$ cat config.mk
export PLATFORM = sky130hd
export DESIGN_NAME = fifo_uart_tx_flat
export DESIGN_NICKNAME = d
export VERILOG_FILES = /design/src/rtl/fifo_uart_tx_if.sv /design/src/rtl/fifo_uart_tx.sv /design/src/flat_wrapper.sv
export SDC_FILE = /design/constraint.sdc
export NUM_CORES = 1
export LEC_CHECK = 0
export ABC_AREA = 1
export BUFFER_PORTS_ARGS = -buffer_cell sky130_fd_sc_hd__buf_4
export CAP_MARGIN = 15
export CELL_PAD_IN_SITES_DETAIL_PLACEMENT = 0
export CELL_PAD_IN_SITES_GLOBAL_PLACEMENT = 1
export CORE_UTILIZATION = 41
export CTS_CLUSTER_DIAMETER = 100
export DETAILED_ROUTE_END_ITERATION = 6
export PLACE_DENSITY_LB_ADDON = 0.1
export RECOVER_POWER = 50
export SYNTH_ARGS = -nofsm -noshare
export SYNTH_HDL_FRONTEND = slang
export SYNTH_SLANG_ARGS = --single-unit
$ cat constraint.sdc
create_clock -name clk_i -period 1.8 [get_ports clk_i]
set_clock_uncertainty 0.15 [all_clocks]
set_input_delay 0.18 -clock clk_i [delete_from_list [all_inputs] [get_ports clk_i]]
set_output_delay 0.18 -clock clk_i [all_outputs]
set_load 0.01 [all_outputs]
$ cat src/rtl/fifo_uart_tx_if.sv
// Bus between the FIFO read port and the UART drain stage, plus the serial pin and status.
// fifo_rd_en is a one-cycle pop strobe, issued only while fifo_empty is low; fifo_data is taken the cycle after.
interface fifo_uart_tx_if;
    logic       enable;
    logic       fifo_empty;
    logic [7:0] fifo_data;
    logic       fifo_rd_en;
    logic       tx;
    logic       busy;
    logic       byte_done;

    modport master (
        input  enable,
        input  fifo_empty,
        input  fifo_data,
        output fifo_rd_en,
        output tx,
        output busy,
        output byte_done
    );

    modport slave (
        output enable,
        output fifo_empty,
        output fifo_data,
        input  fifo_rd_en,
        input  tx,
        input  busy,
        input  byte_done
    );
endinterface

$ cat src/rtl/fifo_uart_tx.sv
// FIFO drain stage: pops one byte at a time and serialises it as an 8N1 UART frame.
// All outputs are registered; the FSM state is exported on state_o.
module fifo_uart_tx #(
    parameter int unsigned CLKS_PER_BIT = 16,
    parameter int unsigned CNT_W        = 16
) (
    input  logic                 clk_i,
    input  logic                 rst_i,
    fifo_uart_tx_if.master       bus_io,
    output logic [2:0]           state_o
);

    typedef enum logic [2:0] {
        S_IDLE  = 3'd0,
        S_REQ   = 3'd1,
        S_LOAD  = 3'd2,
        S_START = 3'd3,
        S_DATA  = 3'd4,
        S_STOP  = 3'd5
    } state_t;

    localparam logic [CNT_W-1:0] CNT_LAST = CNT_W'(CLKS_PER_BIT - 1);

    state_t           state_q;
    logic [CNT_W-1:0] cnt_q;
    logic [2:0]       bit_idx_q;
    logic [7:0]       shift_q;
    logic             tx_q;
    logic             rd_en_q;
    logic             busy_q;
    logic             done_q;

    logic             cnt_wrap;
    logic [CNT_W-1:0] cnt_d;
    logic [7:0]       shift_d;

    assign cnt_wrap = (cnt_q == CNT_LAST);
    assign cnt_d    = cnt_wrap ? '0 : cnt_q + CNT_W'(1);
    assign shift_d  = {1'b0, shift_q[7:1]};

    always_ff @(posedge clk_i) begin
        if (rst_i) begin
            state_q   <= S_IDLE;
            cnt_q     <= '0;
            bit_idx_q <= '0;
            shift_q   <= '0;
            tx_q      <= 1'b1;
            rd_en_q   <= 1'b0;
            busy_q    <= 1'b0;
            done_q    <= 1'b0;
        end else begin
            done_q <= 1'b0;
            case (state_q)
                S_IDLE: begin
                    tx_q  <= 1'b1;
                    cnt_q <= '0;
                    if (bus_io.enable && !bus_io.fifo_empty) begin
                        rd_en_q <= 1'b1;
                        busy_q  <= 1'b1;
                        state_q <= S_REQ;
                    end
                end
                S_REQ: begin
                    rd_en_q <= 1'b0;
                    state_q <= S_LOAD;
                end
                // Popped byte is on the FIFO output now; this is the only place it is sampled.
                S_LOAD: begin
                    shift_q <= bus_io.fifo_data;
                    tx_q    <= 1'b0;
                    cnt_q   <= '0;
                    state_q <= S_START;
                end
                S_START: begin
                    cnt_q <= cnt_d;
                    if (cnt_wrap) begin
                        tx_q      <= shift_q[0];
                        bit_idx_q <= '0;
                        state_q   <= S_DATA;
                    end
                end
                S_DATA: begin
                    cnt_q <= cnt_d;
                    if (cnt_wrap) begin
                        if (bit_idx_q == 3'd7) begin
                            tx_q    <= 1'b1;
                            state_q <= S_STOP;
                        end else begin
                            shift_q   <= shift_d;
                            tx_q      <= shift_q[1];
                            bit_idx_q <= bit_idx_q + 3'd1;
                        end
                    end
                end
                S_STOP: begin
                    cnt_q <= cnt_d;
                    if (cnt_wrap) begin
                        done_q  <= 1'b1;
                        busy_q  <= 1'b0;
                        state_q <= S_IDLE;
                    end
                end
                default: begin
                    state_q <= S_IDLE;
                end
            endcase
        end
    end

    assign bus_io.fifo_rd_en = rd_en_q;
    assign bus_io.tx         = tx_q;
    assign bus_io.busy       = busy_q;
    assign bus_io.byte_done  = done_q;
    assign state_o           = state_q;

endmodule
$ cat src/flat_wrapper.sv
// flat-port wrapper written by rule: the top's interface ports become plain ports
module fifo_uart_tx_flat 
#(
    parameter int unsigned CLKS_PER_BIT = 16,
    parameter int unsigned CNT_W        = 16
)
  (clk_i, rst_i, state_o, bus_io_enable, bus_io_fifo_empty, bus_io_fifo_data, bus_io_fifo_rd_en, bus_io_tx, bus_io_busy, bus_io_byte_done);
  fifo_uart_tx_if bus_io_i ();
  input  logic clk_i;
  input  logic rst_i;
  output logic [2:0] state_o;
  input wire logic [$bits(bus_io_i.enable)-1:0] bus_io_enable;
  input wire logic [$bits(bus_io_i.fifo_empty)-1:0] bus_io_fifo_empty;
  input wire logic [$bits(bus_io_i.fifo_data)-1:0] bus_io_fifo_data;
  output wire logic [$bits(bus_io_i.fifo_rd_en)-1:0] bus_io_fifo_rd_en;
  output wire logic [$bits(bus_io_i.tx)-1:0] bus_io_tx;
  output wire logic [$bits(bus_io_i.busy)-1:0] bus_io_busy;
  output wire logic [$bits(bus_io_i.byte_done)-1:0] bus_io_byte_done;
  assign bus_io_i.enable = bus_io_enable;
  assign bus_io_i.fifo_empty = bus_io_fifo_empty;
  assign bus_io_i.fifo_data = bus_io_fifo_data;
  assign bus_io_fifo_rd_en = bus_io_i.fifo_rd_en;
  assign bus_io_tx = bus_io_i.tx;
  assign bus_io_busy = bus_io_i.busy;
  assign bus_io_byte_done = bus_io_i.byte_done;
  fifo_uart_tx #(.CLKS_PER_BIT(CLKS_PER_BIT), .CNT_W(CNT_W)) u_core (.clk_i(clk_i), .rst_i(rst_i), .bus_io(bus_io_i), .state_o(state_o));
endmodule
==> summary.txt <==
Global route
  – Layer with the highest usage: met2
  – Met3 Use GR: 0.0414
  – Vias in the first global route: 1776
  – M2 GR Usage: 0.308
  – M1 GR Usage: 0.280
  – Largest net degree at the start of global routing: 22
  – First-pass GRT wire length: 8140 µm
  – Initial antenna violation count: 0
  – Overflow after GRT: 0
  – GRT Overall Usage: 0.198

Hold path
  – Worst Hold End: u_core.bus_io.fifo_rd_en$_SDFFE_PP0P_
  – Hold WC Path Type: input pin to register
  – Worst Hold Path Cells: 4
  – Hold Path Origin: bus_io_fifo_empty

Synthesis
  – Post-synthesis sequential area ratio: 0.327
  – Synth unique cells: 28
  – Post-synth top cells: nand2_1, nor2_1, inv_1, dfxtp_1, nand3_1
  – Seq cells post-synth: 34
  – Syn avg cell area: 6.03 µm²
  – Syn nets: 360
  – Main synth FF type: dfxtp_1
  – Number of enable flip-flop cells after synthesis: 0
  – Mapped cell area: 2080 µm²
  – Top cell type's share of synthesized area: 0.327
  – Mapped Cells: 345
  – Area contributors post-synth: dfxtp_1, nand2_1, nor2_1
  – Async set-reset flop share out of synthesis: 0
  – Area leader, netlist: dfxtp_1
  – Synth warn: 0
  – Top-count cell post-synth: nand2_1

Placement
  – Port Buf Inserts: 18
  – Routability Congestion: 0.847
  – Hpwl dp: 3690 µm

Routing
  – First drt pass iteration count: 4
  – Initial DRC Count: 126
  – Routed WL: 4990 µm
  – DRC Markers: 0
  – Wire per inst: 11.2 µm
  – Via/cell ratio: 4.65
  – Total number of vias: 2063
  – Final ANT Viol Nets: 0

Critical path
  – RR Startpoint: u_core.bit_idx_q[0]$_SDFFE_PP0P_
  – Slowest CP cell: dfxtp_1
  – Max incr delay on CP: 0.33 ns
  – Worst-path cell chain: ha_1, ha_1, inv_1, nand2_1, nand2_1, nand3_1, o21ai_0, nor2_1
  – Worst Path Arrival: 1.71 ns
  – Worst setup EP type: register
  – Crit path max fanout: 3
  – Critical Path Stages: 8
  – Critical path's top delay family: simple AND/OR/NAND/NOR gates
  – Worst setup SP type: register
  – Req. time, crit path: 1.83 ns
  – Critical setup path kind: register to register
  – Worst reg2reg setup slack: 0.12 ns
  – R2R depth: 8
  – Worst path bufs/invs: 1
  – RR Endpoint: u_core.bit_idx_q[2]$_SDFFE_PP0P_

Clocking
  – Cts hold-fix bufs: 0
  – Clock Tree Root: clkbuf_8
  – Post-CTS Setup Bufs: 0
  – Clk_lat worst skew: 0.29 ns
  – Clock sinks: 34
  – H-tree depth: 2
  – CTS clk-pin slew, worst paths: 0.07 ns
  – Clk buf depth: 2
  – Post-CTS sizing: 0
  – CTS tree: done
  – CTS buffer count: 5

Timing
  – Fin crit period: 1.68 ns
  – Final setup vio count: 0
  – Final hold violation count: 0
  – Fin Setup TNS: 0 ns
  – Final worst-path cycle share: 0.933
  – Max Slew Vio Count: 0
  – RSZ-0062 raised after global routing: yes
  – F_max: 0.596 GHz
  – Worst slew pin tran: 0.491 ns
  – Slew headroom: 0.672

Die
  – Ports: 19
  – Number of cell rows: 25
  – Full die area: 5360 µm²
  – Core Region: 4820 µm²
  – Initial Util: 0.432
  – Die W: 73.2 µm
  – DIE HEIGHT: 73.2 µm

Cells and area
  – Share of layout cells above drive strength 1: 0.130
  – Layout overhead on the synthesized area: 17.9%
  – FILL cells: 556
  – Final Util: 0.509
  – Antenna cells: 0
  – Layout Nets: 392

Power and ir drop
  – VDD IR-drop max: 0.627 mV
  – Power per cell area: 1040 nW/µm²
  – Leakage: 1.13 nW

Flow run
  – Max-Cap Viols: 0

Status
  – Status: finished clean
## layer usage
metal / vias up / part of all wire
met5: - / 0
met4: 0 / 0.0082
met3: 5 / 0.024
met2: 18 / 0.44
met1: 896 / 0.53
li1: 1144 / -
## cell usage in the layout (no fill, tap or decap), types with 2 or more instances in the layout
master,instances
buf_4,25
or2_2,2
nand2_1,114
clkbuf_1,9
a21oi_1,18
clkbuf_8,5
inv_1,38
nor2_1,60
nand4_1,8
a21oi_2,4
buf_12,2
nand3_1,31
dfxtp_1,34
xor2_1,2
o21ai_0,8
nand3_2,2
nor2_2,2
ha_1,3
## sequential cells by signal, summed over array words and instances (netlist names)
signal and cells:
u_core.bit_idx_q 3, u_core.bus_io.busy 1, u_core.bus_io.byte_done 1, u_core.bus_io.fifo_rd_en 1, u_core.bus_io.tx 1, u_core.cnt_q 16, u_core.shift_q 8, u_core.state_o 3
## final cells by class
class,instances,area [µm²],area share
timing repair buffer,34,254,0.104
tap,67,83.8,0.0342
multi-input combinational,262,1210,0.492
inverter,40,153,0.0622
clock buffer,7,76.3,0.0311
sequential,34,681,0.277
## tightest hold or removal path: cells and delay by family
family | cells | cell delay (ns)
buffers and inverters | 2 | 0.12
AO/OA/AOI/OAI | 1 | 0.06
AND/OR/NAND/NOR | 1 | 0.09
## through the flow
stage                     cells  hold WS, ns  area (µm²)  setup slack (ns)  total power, W
final                       444       0.0587        2450             0.121         0.00255
after detailed placement    437        0.321        2400            0.0733         0.00206
after global placement      437        0.315        2400            0.0922         0.00206
after floorplan             345        0.193        2080             0.205         0.00169
after CTS                   444       0.0583        2470            0.0455         0.00262
after global routing        444       0.0807        2450           -0.0372         0.00276
## cell families after synthesis
group	share of synthesized area
buffers and inverters	0.0968
AO/OA/AOI/OAI	0.0908
XOR/XNOR	0.00842
flip-flops	0.327
AND/OR/NAND/NOR	0.459
adder cells (fa/ha/maj)	0.0180
## how the worst max path moves through the flow
stage,start,to
2_1_floorplan,u_core.state_o[2]$_SDFFE_PP0P_,u_core.shift_q[4]$_SDFFE_PP0P_
3_3_place_gp,u_core.cnt_q[0]$_SDFFE_PP0P_,u_core.shift_q[7]$_SDFFE_PP0P_
3_5_place_dp,u_core.cnt_q[0]$_SDFFE_PP0P_,u_core.shift_q[1]$_SDFFE_PP0P_
4_1_cts,u_core.cnt_q[0]$_SDFFE_PP0P_,u_core.shift_q[1]$_SDFFE_PP0P_
5_1_grt,u_core.cnt_q[0]$_SDFFE_PP0P_,u_core.shift_q[7]$_SDFFE_PP0P_
6_report,u_core.bit_idx_q[0]$_SDFFE_PP0P_,u_core.bit_idx_q[2]$_SDFFE_PP0P_
## power by group
| group | switching (W) | internal, W |
|---|---|---|
| Sequential | 0.0000677 | 0.000860 |
| Combinational | 0.000667 | 0.000413 |
| Clock | 0.000274 | 0.000267 |
| Total | 0.00101 | 0.00154 |
(Power assumes the default switching activity.)
